===== config.mk =====
export PLATFORM = sky130hd
export DESIGN_NAME = chess_countdown
export DESIGN_NICKNAME = d
export VERILOG_FILES = /design/src/rtl/chess_pkg.sv /design/src/rtl/tick_gen.sv /design/src/rtl/chess_countdown.sv
export SDC_FILE = /design/constraint.sdc
export NUM_CORES = 1
export LEC_CHECK = 0
export BUFFER_PORTS_ARGS = -buffer_cell sky130_fd_sc_hd__buf_2
export CORE_MARGIN = 2
export CORE_UTILIZATION = 54
export CTS_CLUSTER_DIAMETER = 40
export DETAILED_ROUTE_END_ITERATION = 10
export PLACE_DENSITY_LB_ADDON = 0.25
export SLEW_MARGIN = 0
export SYNTH_ARGS = -nofsm -noshare
export SYNTH_HDL_FRONTEND = slang
export SYNTH_SLANG_ARGS = --single-unit

===== constraint.sdc =====
create_clock -name clk -period 2.4 [get_ports clk]
set_input_delay 0.24 -clock clk [delete_from_list [all_inputs] [get_ports clk]]
set_output_delay 0.24 -clock clk [all_outputs]
set_load 0.005 [all_outputs]

===== src/rtl/chess_pkg.sv =====
// Shared types for the chess clock timing core: FSM states, per-player time
// record, and the countdown/clamp helpers used by the top.
package chess_pkg;

    localparam int TW      = 6;
    localparam int SEC_MAX = 59;

    typedef enum logic [2:0] {
        IDLE   = 3'd0,
        RUN_P1 = 3'd1,
        RUN_P2 = 3'd2,
        PAUSED = 3'd3,
        FLAG   = 3'd4
    } state_t;

    typedef struct packed {
        logic [TW-1:0] mins;
        logic [TW-1:0] secs;
    } ptime_t;

    // One-second decrement with borrow; 00:00 is a fixed point so it can never wrap.
    function automatic ptime_t time_dec(input ptime_t t);
        ptime_t r;
        r = t;
        if (t.secs != '0) begin
            r.secs = t.secs - TW'(1);
        end else if (t.mins != '0) begin
            r.mins = t.mins - TW'(1);
            r.secs = TW'(SEC_MAX);
        end
        return r;
    endfunction

    function automatic logic time_zero(input ptime_t t);
        return (t.mins == '0) && (t.secs == '0);
    endfunction

    // A zero-minute game is meaningless, so 0 loads as 1 minute.
    function automatic logic [TW-1:0] clamp_min(input logic [TW-1:0] m,
                                                input logic [TW-1:0] maxv);
        logic [TW-1:0] r;
        if (m == '0)
            r = TW'(1);
        else if (m > maxv)
            r = maxv;
        else
            r = m;
        return r;
    endfunction

endpackage


===== src/rtl/tick_gen.sv =====
// Purpose: one-second prescaler producing a single-cycle tick on wrap.
// Latency: first tick TICK_DIV cycles after clr drops with en high; tick is combinational from the count.
// Backpressure: none; clr overrides en, en low freezes the count.
module tick_gen #(
    parameter int TICK_DIV = 100000000
) (
    input  logic clk,
    input  logic rst_n,
    input  logic clr,
    input  logic en,
    output logic tick
);

    localparam int            CW   = (TICK_DIV > 1) ? $clog2(TICK_DIV) : 1;
    localparam logic [CW-1:0] LAST = CW'(TICK_DIV - 1);

    logic [CW-1:0] cnt;

    // Tick stays visible while clr is asserted so a switch on a tick edge still decrements.
    assign tick = en && (cnt == LAST);

    always_ff @(posedge clk or negedge rst_n) begin
        if (!rst_n) begin
            cnt <= '0;
        end else if (clr) begin
            cnt <= '0;
        end else if (en) begin
            cnt <= tick ? '0 : cnt + CW'(1);
        end
    end

endmodule


===== src/rtl/chess_countdown.sv =====
// Purpose: chess clock timing core; holds both players' mm:ss and counts the active one down.
// Latency: inputs registered once, edges act one cycle later; first decrement TICK_DIV cycles after start/switch/resume.
// Backpressure: none; simultaneous btn1+btn2 edges are dropped and start takes priority over buttons.
module chess_countdown
    import chess_pkg::*;
#(
    parameter int TICK_DIV = 100000000,
    parameter int CFG_MAX  = 59
) (
    input  logic          clk,
    input  logic          rst_n,
    input  logic [TW-1:0] cfg_min,
    input  logic          start,
    input  logic          btn1,
    input  logic          btn2,
    output logic [TW-1:0] min1,
    output logic [TW-1:0] seg1,
    output logic [TW-1:0] min2,
    output logic [TW-1:0] seg2,
    output logic          turn,
    output logic          running,
    output logic          flag1,
    output logic          flag2
);

    state_t        state;
    logic          start_q, start_p;
    logic          btn1_q, btn1_p;
    logic          btn2_q, btn2_p;
    logic [TW-1:0] cfg_q;
    logic          start_e, btn1_e, btn2_e;
    logic          sw1, sw2;
    logic          pre_clr, pre_en, tick;
    logic [TW-1:0] load_min;
    ptime_t        p1_dec, p2_dec;

    always_ff @(posedge clk or negedge rst_n) begin
        if (!rst_n) begin
            start_q <= 1'b0;
            start_p <= 1'b0;
            btn1_q  <= 1'b0;
            btn1_p  <= 1'b0;
            btn2_q  <= 1'b0;
            btn2_p  <= 1'b0;
            cfg_q   <= '0;
        end else begin
            start_q <= start;
            start_p <= start_q;
            btn1_q  <= btn1;
            btn1_p  <= btn1_q;
            btn2_q  <= btn2;
            btn2_p  <= btn2_q;
            cfg_q   <= cfg_min;
        end
    end

    assign start_e = start_q & ~start_p;
    assign btn1_e  = btn1_q & ~btn1_p;
    assign btn2_e  = btn2_q & ~btn2_p;

    // Move-end requests: both buttons together cancel out, and start outranks either.
    assign sw1 = btn1_e & ~btn2_e & ~start_e;
    assign sw2 = btn2_e & ~btn1_e & ~start_e;

    assign load_min = clamp_min(cfg_q, TW'(CFG_MAX));
    assign p1_dec   = time_dec({min1, seg1});
    assign p2_dec   = time_dec({min2, seg2});

    assign pre_en = (state == RUN_P1) || (state == RUN_P2);

    always_comb begin
        pre_clr = 1'b1;
        case (state)
            RUN_P1:  pre_clr = sw1;
            RUN_P2:  pre_clr = sw2;
            PAUSED:  pre_clr = start_e;
            default: pre_clr = 1'b1;
        endcase
    end

    tick_gen #(
        .TICK_DIV (TICK_DIV)
    ) u_tick_gen (
        .clk   (clk),
        .rst_n (rst_n),
        .clr   (pre_clr),
        .en    (pre_en),
        .tick  (tick)
    );

    always_ff @(posedge clk or negedge rst_n) begin
        if (!rst_n) begin
            state   <= IDLE;
            min1    <= '0;
            seg1    <= '0;
            min2    <= '0;
            seg2    <= '0;
            turn    <= 1'b0;
            running <= 1'b0;
            flag1   <= 1'b0;
            flag2   <= 1'b0;
        end else begin
            case (state)
                IDLE: begin
                    min1    <= load_min;
                    seg1    <= '0;
                    min2    <= load_min;
                    seg2    <= '0;
                    turn    <= 1'b0;
                    running <= 1'b0;
                    flag1   <= 1'b0;
                    flag2   <= 1'b0;
                    if (start_e) begin
                        state   <= RUN_P1;
                        running <= 1'b1;
                    end
                end
                RUN_P1: begin
                    if (start_e) begin
                        state   <= PAUSED;
                        running <= 1'b0;
                    end else begin
                        if (tick) begin
                            min1 <= p1_dec.mins;
                            seg1 <= p1_dec.secs;
                        end
                        // Running out of time beats a move made on the same tick.
                        if (tick && time_zero(p1_dec)) begin
                            state   <= FLAG;
                            flag1   <= 1'b1;
                            running <= 1'b0;
                        end else if (sw1) begin
                            state <= RUN_P2;
                            turn  <= 1'b1;
                        end
                    end
                end
                RUN_P2: begin
                    if (start_e) begin
                        state   <= PAUSED;
                        running <= 1'b0;
                    end else begin
                        if (tick) begin
                            min2 <= p2_dec.mins;
                            seg2 <= p2_dec.secs;
                        end
                        if (tick && time_zero(p2_dec)) begin
                            state   <= FLAG;
                            flag2   <= 1'b1;
                            running <= 1'b0;
                        end else if (sw2) begin
                            state <= RUN_P1;
                            turn  <= 1'b0;
                        end
                    end
                end
                PAUSED: begin
                    if (start_e) begin
                        state   <= turn ? RUN_P2 : RUN_P1;
                        running <= 1'b1;
                    end
                end
                FLAG: begin
                    if (start_e) begin
                        state <= IDLE;
                        flag1 <= 1'b0;
                        flag2 <= 1'b0;
                    end
                end
                default: begin
                    state   <= IDLE;
                    running <= 1'b0;
                end
            endcase
        end
    end

endmodule

==> results of run 1 <==
## path summary, 6_finish.rpt
check / start / end / slack [ps] / cells after the start
hold / removal: btn1_q$_DFF_PN0_ / btn1_p$_DFF_PN0_ / 380 / 0
min in group asynchronous: rst_n / min2[2]$_DFFE_PN0P_ / 450 / 2
setup reg to reg: min1[0]$_DFFE_PN0P_ / state[2]$_DFFE_PN0P_ / 110 / 10
setup / recovery: min1[0]$_DFFE_PN0P_ / state[2]$_DFFE_PN0P_ / 110 / 10
max in group asynchronous: rst_n / state[0]$_DFFE_PN0P_ / 1290 / 3
hold reg to reg: btn1_q$_DFF_PN0_ / btn1_p$_DFF_PN0_ / 380 / 0
## cells by family (layout without fill, tap and decap cells)
logic type,count (synthesis),after routing
compound gates,124,124
xor+xnor,21,21
fa+ha+maj,6,6
buf+inv,36,147
flops,70,70
mux,5,5
simple gates,229,229
## power by group through the flow
stage	sequential, mW	combinational (mW)	clock [mW]
after floorplan	1.74	1.93	0
after global placement	1.66	3.25	0
after detailed placement	1.67	3.31	0
after CTS	1.65	3.37	1.08
after global routing	1.72	4.00	1.14
final	1.68	3.66	1.07
## critical path, stage by stage (launching register included)
cell	delay (ps)
dfrtp_1	400
inv_2	60
ha_1	210
nor3b_2	160
buf_4	140
nand3_1	110
mux2i_2	270
nand3_2	120
or3_4	430
nand2b_4	150
a21oi_1	160
## sequential cells by signal (all words and copies together) (netlist names), 3 cells and up
register and count:
u_tick_gen.cnt 27, cfg_q 6, min1 6, min2 6
seg1 6, seg2 6, state 3
## routing by layer
layer	vias to the layer above	wire length, um	global-route usage (%)	part of all wire (%)
li1	2010	-	-	-
met1	2034	4934	35.33	43
met2	124	5811	47.06	51
met3	16	513	4.930	4.5
met4	0	167	8.582	1.5
met5	-	0	0	0
## cell usage in the layout, fill, tap and decap left out, drive strengths merged, types with 3 or more instances in the layout
master	count
a21oi	28
a22o	4
a22oi	3
a31oi	7
and2	5
and3	7
and4	3
buf	105
clkbuf	9
dfrtp	70
dlygate4sd3	10
ha	6
inv	17
mux2i	4
nand2	51
nand2b	9
nand3	19
nand4	16
nor2	60
nor2b	9
nor3	20
nor3b	5
nor4	5
nor4b	5
o211ai	4
o21ai	36
o22a	3
o22ai	7
o31ai	10
o41ai	4
or3	3
or4	3
xnor2	3
xor2	18
## per-stage QoR
step	hold WS, ps	power [mW]	TNS [ps]
4_1_cts	395.3	6.108	0
5_1_grt	395.3	6.858	-184.9
3_5_place_dp	295.9	4.979	-46.58
3_3_place_gp	285.0	4.912	0
6_report	380.6	6.409	0
2_1_floorplan	-55.59	3.667	0
## area by class of cell
cell class | count | share of cell area [%]
multi-input cells | 385 | 44.74
flip-flops and latches | 70 | 32.37
repair buffers | 115 | 15.33
well taps | 102 | 2.358
clock buffers | 9 | 2.289
clock inverters | 7 | 1.803
inverters | 16 | 1.110
## what timing repair did
item,4_1_cts,5_1_grt
endpoints found under the setup margin,2,30
hold buffers,10,0
endpoints found under the hold margin,33,0
pin swaps,0,13
resized for setup,4,30
buffers inserted,0,5
==> run summary, run 1 <==
status = complete, no violations
Post-synth ARST share = 100.0%
syn avg cell area = 8.560 um^2
Post-synth EDFFs = 0
max-slew violations = 0
final design utilization = 70.76%
post-DR vias/cell = 5.943
Synth area leader = dfrtp_1
Total Routing Usage GR = 27.43%
total number of vias = 4184
Tcrit/Tclk final = 95.43%
RSZ-0062 raised after global routing = true
grt ovf = 0
clk_skew = 12.19 ps
Psw = 2.781 mW
CP required = 2670 ps
post-DP HPWL = 8.031 mm
placer congestion estimate = 0.9315
DR pass1 iterations = 5
non-filler instance count after layout = 704
Initial Util = 54.96%
Seq/Total Area, Yosys = 41.68%
Crit Path Category = reg2reg
Clk pwr share = 16.6%
Comb pwr share = 57.1%
Avg WL per Cell = 16.23 um
Synth Net Count = 508
final setup fails = 0
Worst Tran Pin Value = 632.9 ps
Storage cell area = 0.001752 mm^2
Int Power = 3.628 mW
setup ws final = 109.6 ps
core area = 0.007647 mm^2
arrival time of the worst setup path = 2560 ps
vias in the first global route = 4004
Hold WC Path Type = reg2reg
Pleak = 2.422 nW
layout net count = 614
post-route cell area = 0.005411 mm^2
# rows = 32
max-cap violation count = 0
Reg power frac = 26.2%
Worst Setup End Kind = flop
share of layout cells above drive strength 1 = 25.75%
Slew HR = 57.80%
Yosys cell types = 67
CTS Sinks = 70
most frequent cell after synthesis = dfrtp_1
proportion of synthesized area in mux cells = 1.221%
FF+latch count, synth = 70
CTS Buf Count = 9
area of the die = 0.008505 mm^2
dpl cells = 673
largest net degree at the start of global routing = 47
Place WS = -46.58 ps
post-layout min period = 2290 ps
n_diodes = 0
initial antenna violation count = 0
CTS tree = built
first-pass GRT wire length = 18.57 mm
largest family of logic cells by synthesized area = simple AND/OR/NAND/NOR gates
Synth Flop Type = dfrtp_1
Peak VDD IR = 949.2 uV
fmax = 436.6 MHz
Starting DRT DRC Count = 273
Setup crit start kind = flop
Compound-Gate Fraction of Synth Area = 18.76%
CTS HTree Levels = 3
Multi-input gate area = 0.002421 mm^2
switching share of power = 43.40%
Synth Instances = 491
fillers = 599
area share of the largest cell type after synthesis = 41.68%
Die Span Y = 92.22 um
I/O pins = 39
drt total wl = 11.43 mm
clk root buf = clkbuf_8
Area Growth Syn to Fin = 28.76%
CTS max path bufs = 2
Post-Syn Area = 0.004203 mm^2
clock latency on the worst-skew pair = 350 ps
final hold violations = 0
top cells by area, synth = dfrtp_1 (42%), nor2_1 (5.4%), nand2_1 (4.6%)
Synth Warn # = 0
area share of and/or/nand/nor cells after synthesis = 28.64%
DIE WIDTH = 92.22 um
pwr dens = 1184 mW/mm^2
final antenna-violating net count = 0
XOR/XNOR share of the synthesized area = 4.376%
Clock transition at path regs = 80 ps
Port Buffers = 38
dpl cell area = 0.004922 mm^2
synthesized-area fraction occupied by adder cells = 1.786%
worst-path maximum fanout = 5
top cells by count, synth = dfrtp_1 (70), nor2_1 (60), nand2_1 (51)
DRC violations left = 0
No activity file was read; power rests on OpenSTA's default activity.
==> inputs of run 2 (changes only) <==
==> constraint.sdc (replaced) <==
create_clock -name clk -period 2.4 [get_ports clk]
set_input_delay 0.36 -clock clk [delete_from_list [all_inputs] [get_ports clk]]
set_output_delay 0.36 -clock clk [all_outputs]
set_load 0.005 [all_outputs]
==> run 2 against run 1 <==
Routed wire length hardly changed; via count is 0.19% lower; non-clock buffer count is 10 lower; count of clock-buffer cells in the layout stayed put; largest power group unchanged; highest routed layer unchanged; flip-flop and latch count stayed put; cell area is 1.8% lower; global-route usage is 0.16 points lower; critical path depth is 1 lower; clock skew is 1.0 ps lower; core utilization is 1.3 points lower.
==> run summary, run 2 (synthesis gave the netlist of run 1 again) <==
status = complete, no violations
DIE WIDTH = 92.22 um
Slew HR = 56.73%
Largest register FFs = 27
arrival time of the worst setup path = 2560 ps
CTS tree = built
# rows = 32
final hold violations = 0
Pleak = 2.380 nW
max-slew violations = 0
clk_skew = 11.19 ps
I/O pins = 39
Worst Setup End Kind = flop
clock latency on the worst-skew pair = 350 ps
Top delay family on crit path = simple AND/OR/NAND/NOR gates
post-DP HPWL = 8.031 mm
first-pass GRT wire length = 18.48 mm
final design utilization = 69.45%
CP required = 2660 ps
placer congestion estimate = 0.9315
Largest Register = u_tick_gen.cnt
Total Routing Usage GR = 27.26%
slowest CP cell = or3b_4
CTS max path bufs = 2
Min Hold Slack = 36.66 ps
Worst Tran Pin Value = 649.0 ps
Crit Path Category = reg2reg
post-DR vias/cell = 6.017
Tcrit/Tclk final = 95.89%
core area = 0.007647 mm^2
n_diodes = 0
setup TNS = 0 ps
worst-path maximum fanout = 6
largest net degree at the start of global routing = 47
dpl cell area = 0.004922 mm^2
CTS HTree Levels = 3
DRC violations left = 0
Max stage delay on crit path = 430 ps
Clock transition at path regs = 80 ps
Multi-input gate area = 0.002421 mm^2
Setup crit start kind = flop
CTS Sinks = 70
grt ovf = 0
max-cap violation count = 0
Area Growth Syn to Fin = 26.38%
Worst Setup SP = seg2[0]$_DFFE_PN0P_
reg2reg start = seg2[0]$_DFFE_PN0P_
Peak VDD IR = 984.0 uV
final antenna-violating net count = 0
Avg WL per Cell = 16.45 um
dpl cells = 673
most frequent cells in the layout = dfrtp_1 (70), buf_4 (62), nor2_1 (58)
pwr dens = 1206 mW/mm^2
total number of vias = 4176
area of the die = 0.008505 mm^2
Port Buffers = 38
Die Span Y = 92.22 um
Starting DRT DRC Count = 234
RSZ-0062 raised after global routing = true
share of layout cells above drive strength 1 = 26.18%
clk root buf = clkbuf_8
Initial Util = 54.96%
commonest non-fill, non-tap cell in the layout = dfrtp_1
fmax = 434.5 MHz
CTS Buf Count = 9
Cell Chain, Critical Path = inv_2 > ha_4 > or3b_4 > o41ai_2 > o211ai_1 > nand4_1 > nor3_2 > or3b_1 > a22oi_1
non-filler instance count after layout = 694
Buf+Inv Stages, Crit Path = 1
Hold WC Path Type = in2async
Storage cell area = 0.001752 mm^2
final setup fails = 0
DR pass1 iterations = 5
fillers = 620
initial antenna violation count = 0
vias in the first global route = 3977
layout net count = 604
drt total wl = 11.42 mm
post-route cell area = 0.005311 mm^2
post-layout min period = 2301 ps
## run 2: layout make-up
cell class | count | area share (%)
Clock buffer | 9 | 2.332
Clock inverter | 7 | 1.837
Inverter | 16 | 1.131
Multi-Input combinational cell | 385 | 45.58
Sequential cell | 70 | 32.98
Tap cell | 102 | 2.403
Timing Repair Buffer | 105 | 13.73
## run 2: worst reg2reg max path: cells and delay by family (launching register included)
| kind | cells | cell delay [ps] |
|---|---|---|
| AOI/OAI and AO/OA | 3 | 510 |
| buffers and inverters | 1 | 90 |
| and+or+nand+nor | 4 | 1070 |
| adders and majority gates | 1 | 160 |
| DFF | 1 | 390 |
## run 2: repair_timing
action / in CTS / in global routing
setup endpoints to repair: 2 / 30
hold endpoints to repair: 0 / 0
hold buffers: 0 / 0
setup buffers: 0 / 5
resized for setup: 4 / 30
pin swaps: 0 / 14
## run 2: final timing paths
path	to	slack [ps]	depth (start not counted)
worst max-delay path	turn$_DFFE_PN0P_	100	9
worst min register to register	btn1_p$_DFF_PN0_	390	0
worst max register to register	turn$_DFFE_PN0P_	100	9
worst min-delay path	min2[3]$_DFFE_PN0P_	40	1
max in group asynchronous	state[0]$_DFFE_PN0P_	1700	2
min in group clk	cfg_q[0]$_DFF_PN0_	110	1
## run 2: report_power, final
group          switching (mW)  internal, mW  total (mW)
Sequential              0.254          1.42        1.68
Clock                   0.483         0.588        1.07
Combinational            2.05          1.60        3.66
Total                    2.79          3.62        6.41
## run 2: per-layer routing
| metal | global-route usage [%] | routed length, um |
|---|---|---|
| met4 | 8.582 | 189 |
| met3 | 5.012 | 573 |
| met5 | 0 | 0 |
| met2 | 46.81 | 5790 |
| met1 | 34.99 | 4863 |
## run 2: stage by stage
stage          worst slack [ps]  total power, mW
4_1_cts                   6.248            6.096
3_3_place_gp              59.54            4.912
5_1_grt                  -62.22            6.844
6_report                  98.70            6.406
3_5_place_dp             -46.58            4.979
2_1_floorplan             19.60            3.667
==> inputs of run 3 (changes only) <==
--- a/config.mk
+++ b/config.mk
@@ -14,4 +14,5 @@
 export SLEW_MARGIN = 0
 export SYNTH_ARGS = -nofsm -noshare
 export SYNTH_HDL_FRONTEND = slang
+export SYNTH_HIERARCHICAL = 1
 export SYNTH_SLANG_ARGS = --single-unit
==> run 3 against run 2 <==
The flow now finishes with violations (setup timing); largest power group unchanged; maximum frequency down 12%; highest routed layer unchanged; core utilization increased by 5.6 points; setup slack worse by 300 ps; power is 25% lower; clock power down 13%; via count rose by 9.1%; clock skew barely moved.
==> run summary, run 3 <==
largest net degree at the start of global routing = 50
CTS tree = built
DR pass1 iterations = 5
Synth Flop Type = dfrtp_1
area of the die = 0.008723 mm^2
most frequent cells in the layout = buf_4 (106), dfrtp_1 (70), nand2_1 (50)
Synth Net Count = 516
Pleak = 2.632 nW
Starting DRT DRC Count = 251
post-DP HPWL = 8.760 mm
drt total wl = 12.42 mm
final antenna-violating net count = 0
fillers = 565
Clock transition at path regs = 90 ps
# rows = 32
status = finished, violations left
Post-Syn Area = 0.004315 mm^2
syn avg cell area = 8.665 um^2
Slew HR = 57.59%
Largest register FFs = 27
CP required = 2650 ps
max-cap violation count = 0
Post-synth ARST share = 100.0%
total number of vias = 4554
final setup fails = 13
I/O pins = 39
Peak VDD IR = 506.1 uV
first-pass GRT wire length = 20.47 mm
commonest non-fill, non-tap cell in the layout = buf_4
DRC violations left = 0
Port Buffers = 38
share of layout cells above drive strength 1 = 33.44%
core area = 0.007727 mm^2
max-slew violations = 0
Avg WL per Cell = 16.48 um
Worst Setup End Kind = flop
RSZ-0062 raised after global routing = true
CTS HTree Levels = 3
final hold violations = 0
setup ws final = -205.8 ps
dpl cell area = 0.005339 mm^2
fmax = 383.8 MHz
worst-path maximum fanout = 3
Total Routing Usage GR = 29.56%
Largest Register = u_tick_gen/cnt
layout net count = 665
CTS Sinks = 70
vias in the first global route = 4408
top cells by area, synth = dfrtp_1 (41%), o21ai_0 (4.9%), nor2_1 (4.7%)
CTS Buf Count = 9
placer congestion estimate = 0.9326
n_diodes = 0
Crit Path Category = reg2reg
final design utilization = 75.10%
failing checks = setup timing
Area Growth Syn to Fin = 34.47%
Setup crit start kind = flop
Seq/Total Area, Yosys = 40.59%
arrival time of the worst setup path = 2860 ps
top cells by count, synth = dfrtp_1 (70), nor2_1 (54), nand2_1 (53)
post-layout min period = 2606 ps
FF+latch count, synth = 70
clk root buf = clkbuf_8
Post-synth EDFFs = 0
Synth Instances = 498
clk_skew = 10.96 ps
post-route cell area = 0.005803 mm^2
Yosys cell types = 74
CTS max path bufs = 2
Synth area leader = dfrtp_1
Synth Warn # = 6
area share of the largest cell type after synthesis = 40.59%
initial antenna violation count = 0
pwr dens = 822.5 mW/mm^2
Tcrit/Tclk final = 108.6%
Die Span Y = 93.40 um
DIE WIDTH = 93.40 um
Hold WC Path Type = in2reg
post-DR vias/cell = 6.040
most frequent cell after synthesis = dfrtp_1
Worst Tran Pin Value = 630.3 ps
grt ovf = 0
Initial Util = 55.85%
clock latency on the worst-skew pair = 360 ps
## run 3: changes by cell type after synthesis, moves of 6 or more
cell	previous run	this run
xor2_1	18	5
o21ai_0	34	42
or3_1	2	9
or4_1	2	9
nor2_1	60	54
nor2b_1	9	3
xnor2_1	3	9
## run 3: through the flow
step	instances	setup slack [ps]	hold slack [ps]	power [mW]	TNS [ps]
floorplan	498	-403.1	64.41	2.732	-1843
global placement	719	-151.4	354.1	3.568	-415.1
detailed placement	719	-233.2	366.3	3.634	-903.6
CTS	751	-190.5	94.14	4.660	-619.9
global route	754	-345.1	85.09	5.069	-4095
finish	754	-205.8	100.5	4.773	-1169
## run 3: what timing repair did
item                       4_1_cts  5_1_grt
hold endpoints to repair        21        0
hold buffers                     1        0
pin swaps                       14        7
setup endpoints to repair        7       48
buffers inserted                14        3
gates resized for setup         21       27
cloned                           2        1
## run 3: cells by family after synthesis
family	count (synthesis)	synth area share, %
AND/OR/NAND/NOR	230	28.94
AO/OA/AOI/OAI	133	20.32
flip-flops	70	40.59
buffers and inverters	36	3.276
XOR/XNOR	14	2.841
multiplexers	8	2.001
adder cells (fa/ha/maj)	7	2.029
## run 3: final timing paths
kind	from	cells after the start	endpoint	slack (ps)
max in group asynchronous	rst_n	3	cfg_q[5]$_DFF_PN0_	1260
setup reg to reg	seg2[0]$_DFFE_PN0P_	9	state[0]$_DFFE_PN0P_	-210
hold / removal	btn1	1	btn1_q$_DFF_PN0_	100
hold reg to reg	btn2_q$_DFF_PN0_	0	btn2_p$_DFF_PN0_	380
setup / recovery	seg2[0]$_DFFE_PN0P_	9	state[0]$_DFFE_PN0P_	-210
min in group asynchronous	rst_n	2	seg2[1]$_DFFE_PN0P_	500
## run 3: critical path: stages, from the launching register on
cell	delay (ps)
dfrtp_1	400
inv_2	90
ha_4	140
or4b_4	500
nor4b_4	250
mux2i_1	290
and3_4	230
and3_4	190
a41oi_2	130
mux2_4	280
## run 3: power by group
part	leakage [nW]	switching (mW)	internal (mW)
Sequential	0.916	0.139	1.34
Clock	0.0903	0.514	0.418
Combinational	1.63	1.30	1.06
## run 3: area by class of cell
| class | instances | area, um^2 | share of cell area [%] |
|---|---|---|---|
| Clock buffer | 10 | 137.6 | 2.372 |
| Clock inverter | 6 | 50.05 | 0.8624 |
| Inverter | 20 | 75.07 | 1.294 |
| Multi-Input combinational cell | 392 | 2561 | 44.14 |
| Sequential cell | 70 | 1752 | 30.19 |
| Tap cell | 102 | 127.6 | 2.199 |
| Timing Repair Buffer | 154 | 1100 | 18.95 |
## run 3: layer usage
metal	global-route usage (%)	routed length, um	vias up
met1	38.24	5303	2229
met5	0	0	-
met2	49.94	6150	145
met4	8.701	204	0
met3	6.285	766	23
li1	-	-	2157
